--- src/rtl/store_buffer.sv ---
// store_buffer
//   Posted-write queue sitting between the EXE/MEM pipeline register and the
//   data memory. Stores are captured and retired to memory one per cycle
//   whenever the memory port is not busy with a load. Loads are checked
//   against buffered stores: an exact hit is forwarded, and a partial overlap
//   stalls the pipeline until the conflicting entries have drained.
//
// Parameters
//   DEPTH   number of queue entries (power of two, 2..16)
//   ADDR_W  byte-address width used from EXE_MEM_Result
//
// Ports
//   clk, rst        clock, synchronous active-high reset
//   EXE_MEM_Result  effective address (low ADDR_W bits used)
//   EXE_MEM_Rt      store data
//   EXE_MEM_Byte    1 = byte access, 0 = word access
//   MemWrite        store request
//   MemRead         load request
//   SB_MemWrite     write strobe to data memory (head entry retiring)
//   SB_Address      head entry address, zero-extended to 32 bits
//   SB_Rt           head entry data
//   SB_Byte         head entry byte flag
//   Fwd_Hit         load satisfied from the buffer
//   Fwd_Data        forwarded load value
//   Load_Stall      load partially overlaps a buffered store
//   Store_Stall     queue full while a store is requested

module store_buffer #(
  parameter int DEPTH  = 4,
  parameter int ADDR_W = 10
) (
  input  logic        clk,
  input  logic        rst,
  input  logic [31:0] EXE_MEM_Result,
  input  logic [31:0] EXE_MEM_Rt,
  input  logic        EXE_MEM_Byte,
  input  logic        MemWrite,
  input  logic        MemRead,
  output logic        SB_MemWrite,
  output logic [31:0] SB_Address,
  output logic [31:0] SB_Rt,
  output logic        SB_Byte,
  output logic        Fwd_Hit,
  output logic [31:0] Fwd_Data,
  output logic        Load_Stall,
  output logic        Store_Stall
);

  localparam int PTR_W = (DEPTH > 1) ? $clog2(DEPTH) : 1;
  localparam int CNT_W = $clog2(DEPTH + 1);
  localparam logic [CNT_W-1:0] FULL = CNT_W'(DEPTH);

  logic              valid_q [DEPTH];
  logic [ADDR_W-1:0] addr_q  [DEPTH];
  logic [31:0]       data_q  [DEPTH];
  logic              byte_q  [DEPTH];

  logic [PTR_W-1:0]  head_q;
  logic [PTR_W-1:0]  tail_q;
  logic [CNT_W-1:0]  count;

  logic [ADDR_W-1:0] req_addr;
  logic              do_enq;
  logic              do_drain;
  logic              search_en;

  // Address bits above ADDR_W alias in memory, so they are deliberately dropped.
  logic unused_addr_hi;
  assign unused_addr_hi = ^EXE_MEM_Result[31:ADDR_W];

  assign req_addr  = EXE_MEM_Result[ADDR_W-1:0];
  assign search_en = MemRead && !MemWrite;

  // Full check ignores a same-cycle drain: keeps the stall purely a function
  // of registered count and the request, with no path through the load search.
  assign Store_Stall = MemWrite && (count == FULL);
  assign do_enq      = MemWrite && !Store_Stall;

  // ---------------------------------------------------------------------------
  // Load search. Entries are walked oldest to youngest starting at head, so the
  // last match seen is the youngest one.
  // ---------------------------------------------------------------------------
  logic             found;
  logic [PTR_W-1:0] y_idx;
  logic [PTR_W-1:0] idx;
  logic             exact;
  logic             fwd_ok;

  always_comb begin
    found = 1'b0;
    y_idx = '0;
    idx   = '0;
    for (int i = 0; i < DEPTH; i++) begin
      idx = head_q + PTR_W'(i);
      if (valid_q[idx] && (addr_q[idx][ADDR_W-1:2] == req_addr[ADDR_W-1:2])) begin
        found = 1'b1;
        y_idx = idx;
      end
    end
  end

  assign exact = (addr_q[y_idx] == req_addr);
  // A word load cannot be built from a byte store alone; it must wait.
  assign fwd_ok = exact && (EXE_MEM_Byte || !byte_q[y_idx]);

  assign Fwd_Hit    = search_en && found && fwd_ok;
  assign Load_Stall = search_en && found && !fwd_ok;
  assign Fwd_Data   = !Fwd_Hit     ? 32'h0 :
                      EXE_MEM_Byte ? {24'h0, data_q[y_idx][7:0]} :
                                     data_q[y_idx];

  // ---------------------------------------------------------------------------
  // Drain: the memory port is free unless a load is actually using it. A
  // stalled load does not use it, which lets the conflict clear itself.
  // ---------------------------------------------------------------------------
  assign do_drain    = (count != '0) && (!MemRead || Load_Stall);
  assign SB_MemWrite = do_drain;
  assign SB_Address  = {{(32-ADDR_W){1'b0}}, addr_q[head_q]};
  assign SB_Rt       = data_q[head_q];
  assign SB_Byte     = byte_q[head_q];

  always_ff @(posedge clk) begin
    if (rst) begin
      head_q <= '0;
      tail_q <= '0;
      count  <= '0;
      for (int i = 0; i < DEPTH; i++) begin
        valid_q[i] <= 1'b0;
        addr_q[i]  <= '0;
        data_q[i]  <= '0;
        byte_q[i]  <= 1'b0;
      end
    end else begin
      // Enqueue and drain never target the same slot: a drain needs count>0
      // and an enqueue needs count<DEPTH, so head==tail cannot occur here.
      if (do_drain) begin
        valid_q[head_q] <= 1'b0;
        head_q          <= head_q + PTR_W'(1);
      end
      if (do_enq) begin
        valid_q[tail_q] <= 1'b1;
        addr_q[tail_q]  <= req_addr;
        data_q[tail_q]  <= EXE_MEM_Rt;
        byte_q[tail_q]  <= EXE_MEM_Byte;
        tail_q          <= tail_q + PTR_W'(1);
      end
      if (do_enq && !do_drain) begin
        count <= count + CNT_W'(1);
      end else if (!do_enq && do_drain) begin
        count <= count - CNT_W'(1);
      end
    end
  end

endmodule

--- config.mk ---
export PLATFORM = sky130hd
export DESIGN_NAME = store_buffer
export DESIGN_NICKNAME = d
export VERILOG_FILES = /design/src/rtl/store_buffer.sv
export SDC_FILE = /design/constraint.sdc
export NUM_CORES = 1
export LEC_CHECK = 0
export BUFFER_PORTS_ARGS = -buffer_cell sky130_fd_sc_hd__buf_2
export CELL_PAD_IN_SITES_DETAIL_PLACEMENT = 0
export CELL_PAD_IN_SITES_GLOBAL_PLACEMENT = 2
export CORE_MARGIN = 4
export CORE_UTILIZATION = 35
export CTS_CLUSTER_SIZE = 8
export DETAILED_ROUTE_END_ITERATION = 8
export PLACE_DENSITY = 0.78
export SYNTH_ARGS = -nofsm -noshare
export SYNTH_HDL_FRONTEND = slang
export SYNTH_SLANG_ARGS = --single-unit
--- constraint.sdc ---
create_clock -name clk -period 5.3 [get_ports clk]
set_clock_uncertainty 0.15 [all_clocks]
set_input_delay 0.53 -clock clk [delete_from_list [all_inputs] [get_ports clk]]
set_output_delay 0.53 -clock clk [all_outputs]
set_load 0.03 [all_outputs]
After elaboration in Yosys (flattened, before gate mapping)
Memories as Yosys holds them, arrays and structs flattened. A register that Yosys moved wholly into a read port is not among the register bits.
Index checks and enable logic that the tools add are counted.

operators by class
  reductions and logical operators = 30
  equality and inequality tests = 6
  add/subtract/negate cells = 6
  multiplexer cells = 43

operator list
  kind                                                                 number
  32-bit 2-to-1 mux                                                    3
  2-bit 2-to-1 mux                                                     17
  8-bit == test                                                        4
  32-bit OR reduction                                                  1
  1-bit 2-to-1 mux                                                     20
  1-bit logical AND                                                    14
  10-bit == test                                                       1
  10-bit 2-to-1 mux                                                    1
  10-bit OR reduction                                                  1
  1-bit zero test                                                      7
  3-bit 2-to-1 mux                                                     2
  2-bit by 1-bit adder with 2-bit output (second input constant)       2
  2-bit adder (second input constant)                                  2
  3-bit by 1-bit adder with 3-bit output (second input constant)       1
  3-bit == test (second input constant)                                1
  3-bit nonzero test                                                   1
  1-bit OR reduction                                                   3
  3-bit by 1-bit subtractor with 3-bit output (second input constant)  1
  1-bit logical OR                                                     2
  2-bit nonzero test                                                   1

storage, ports and cells
  flip-flop bits (word level) = 7
  output and inout bits = 101
  memory bits (writable) = 176
  bits of input ports = 69
  memories kept = 4
  word-level logic and storage cells = 92

memories
  memory   words  width  rd ports  clocked after memory_dff  wr ports  RTL line  source
  data_q   4      32     2         1                         4         55        logic [31:0] data_q [DEPTH];
  addr_q   4      10     5         1                         4         54        logic [ADDR_W-1:0] addr_q [DEPTH];
  byte_q   4      1      2         1                         4         56        logic byte_q [DEPTH];
  valid_q  4      1      4         1                         4         53        logic valid_q [DEPTH];

Longest topological paths before layout
An unclocked memory read counts as a cell.

  word-level depth = 20
  mapped depth = 24
  depth with buffers taken out = 19

Worst setup path before layout
No wires, ideal clock.

  path kind = register to output
  start point = register (tool-made name)
  end point = output port Fwd_Data[31]
  arrival = 5451 ps
  required time = 4620 ps
  cell stages (with the launch flop) = 17
  path buffers = 4
  slack = -831 ps
  cell sequence = dfxtp_1 clkbuf_1 buf_2 mux4_2 xnor2_1 nand2_1 or4_4 a211o_1 a211oi_2 or2_1 buf_4 mux2i_1 xor2_1 or4_1 or4_1 buf_2 a2111oi_1

RTL lines
  item       RTL line  source
  to (decl)  44        output logic [31:0] Fwd_Data,

==> impl_results.md <==
* Metal-1 WL at 16,800 um
* Largest buffer count on any clock path at 2
* Crit path max-delay cell type: or4_4
* Worst ir drop on vdd at 0.216 mV
* Setup slack after layout at -0.747 ns
* Vias per cell at 5.32
* Area growth syn-to-layout at 29.5%
* Crit path required time at 4.62 ns
* TritonCTS buffer count at 17
* GR Overflow Total at 0
* First-pass DRT Iterations at 5
* Detail Route Antenna Nets at 0
* Number of setup violations in the final report at 37
* Worst path arrival time at 5.37 ns
* First-pass GRT wire length at 58,500 um
* Max Slew Vio Count at 0
* Avg WL per Cell at 21.6 um
* Nets at 1,380
* Vias at 9,431
* Startpoint Class: flop
* HP Class: in2reg
* Initial Utilization at 35.5%
* Lkg Pwr at 0.00615 uW
* Hold Vio Cnt, Final at 0
* Setup TNS at -23.54 ns
* RSZ-0062 raised after global routing: yes
* Most frequent cells in the layout: 198 x buf_4, 172 x edfxtp_1, 169 x and2_1
* Footprint of the multi-input gates at 0.00681 mm2
* CTS tree: yes
* Core area at 0.0345 mm2
* Power Dens Cells at 380 mW/mm2
* Cells after Synth at 1,062
* Endpoint type of the worst setup path: output pin
* Die area at 0.0380 mm2
* Critical path type: reg2out
* Sequential area share after synthesis at 44.4%
* Vias in the first global route at 9,645
* Met2 wire length at 18,900 um
* Post-route DRC at 0
* Final period util at 114%
* CP most frequent cell: or4_4
* Netlist cell types at 72
* Crit-path cells: buf_12 -> buf_6 -> mux4_2 -> xnor2_2 -> nand3_1 -> or4_4 -> a211o_1 -> a211oi_2 -> or2_4 -> mux2i_1 -> xor2_1 -> or4_4 -> or4_4 -> buf_12 -> buf_16 -> a2111oi_4 -> buf_4
* Tot GR Track Use at 19.9%
* Slew margin rel. at 43.1%
* Fraction of registers with async set/reset at 0%
* Vert. Die Dim at 195 um
* Commonest register cell after synthesis: edfxtp_1
* CP peak stage delay at 0.60 ns
* Core Rows at 68
* DR iter-0 viols at 607
* Mean area per synthesized cell at 11.5 um2
* Reg clk slew, reported paths at 0.08 ns
* Storage cell area at 0.00543 mm2
* CTS root buf: clkbuf_16
* Mapped Area at 0.0122 mm2
* Max_cap viols at 0
* CTS Sinks at 185
* Placer Congestion at 0.893
* Fillers at 3,167
* Most common cell after layout, fill and taps aside: buf_4
* Wire length on met3 at 1910 um
* Crit path max fanout at 8
* Warnings, synthesis at 0
* Antenna violations before repair at 4
* Period minus WS final at 6.05 ns
* H-tree depth at 4
* Die Wd at 195 um
* Final HPWL DP at 25,200 um
* Largest net degree at the start of global routing at 45
* Status: finished with violations
* Actual slew at the worst max-slew pin at 0.854 ns
* Hold_buf cts at 0
* Inst Count DP at 1,719
* Final cell count without fillers at 1,774
* Failing checks: setup timing
* Top Metal Used: met5
* # IOs at 170
* Fmax at 165 MHz
* Final wirelength at 38,400 um
* Clk_lat worst skew at 0.44 ns
* Post-synth EDFFs at 172
* Port Buffer Count at 125
* Share of cells above drive strength 1 at 38.6%
* Yosys reg bits at 185
[power breakdown]
| part | internal, uW | switching, uW | leakage, uW |
|---|---|---|---|
| sequential | 1790 | 122 | 0.00189 |
| clock | 663 | 610 | 0.000278 |
| combinational | 1240 | 1600 | 0.00398 |
[state kept, by name, indices dropped and copies added (netlist names), named ones only]
| register | cells |
|---|---|
| valid_q | 4 |
| data_q | 128 |
| head_q | 2 |
| count | 3 |
| byte_q | 4 |
| tail_q | 2 |
| addr_q | 40 |
[timing repair]
action | 4_1_cts | 5_1_grt
pin swaps | 4 | 10
setup buffers | 13 | 7
endpoints found under the setup margin | 37 | 38
hold endpoints to repair | 0 | 0
cloned | 2 | 0
resized for setup | 56 | 15
[synth_stat cells (15+ instances only)]
cell	number	area, um2
a2111oi_2	21	315
a211oi_1	22	165
a21oi_1	27	135
a32oi_1	15	131
and2_1	169	1060
buf_4	26	195
clkbuf_1	62	233
edfxtp_1	172	5160
inv_1	16	60.1
mux2_2	37	417
mux2i_1	56	561
mux4_2	55	1240
nand2_1	34	128
nor2_1	91	342
xnor2_1	30	263
xor2_1	20	175
[cell type report]
cell class	instances	share of cell area, %
timing repair buffer	313	14.9
antenna	1	0.0158
clock inverter	14	0.909
multi-input combinational	767	43.0
clock buffer	18	2.71
inverter	21	0.514
tap	455	3.60
sequential	185	34.3
[stage by stage]
stage | area [um2] | hold WS, ns | power, uW | utilization, % | setup slack, ns
final | 15800 | 0.240 | 6020 | 45.9 | -0.747
after global routing | 15800 | 0.241 | 6330 | 45.9 | -0.960
after CTS | 15700 | 0.228 | 6020 | 45.6 | -0.822
after detailed placement | 14800 | 0.367 | 4680 | 42.9 | -0.604
after global placement | 14800 | 0.353 | 4650 | 42.9 | -0.559
after floorplan | 12800 | 0.330 | 3770 | - | -0.226
[logic make-up after synthesis]
| kind of cell | synth area share [%] |
|---|---|
| xor+xnor | 3.58 |
| other cells | 0.0307 |
| compound gates | 11.8 |
| flops | 44.4 |
| mux | 18.4 |
| buf+inv | 5.04 |
| fa+ha+maj | 0.676 |
| simple gates | 16.0 |
[worst paths after layout]
| kind | startpoint | to | slack, ns | cells past startpoint |
|---|---|---|---|---|
| max | flop | Fwd_Data[9] | -0.75 | 17 |
| min | EXE_MEM_Rt[0] | data_q[2][0] | 0.24 | 2 |
| max reg2reg | flop | count[2] | -0.29 | 24 |
| min reg2reg | count[2] | count[2] | 0.38 | 2 |
[worst max-delay path, delay by kind of cell, from the launching register on]
| kind | cells | cell delay, ns |
|---|---|---|
| mux | 2 | 0.79 |
| flops | 1 | 0.35 |
| buf+inv | 5 | 0.77 |
| xor+xnor | 2 | 0.27 |
| simple gates | 5 | 1.91 |
| compound gates | 3 | 0.80 |
[metal layers]
layer,up-vias,GRT usage (%)
met5,-,0
met2,250,34.0
met1,4690,26.3
met3,38,3.57
li1,4449,-
met4,4,4.97
Note: power is estimated with default switching activity, not from simulation.
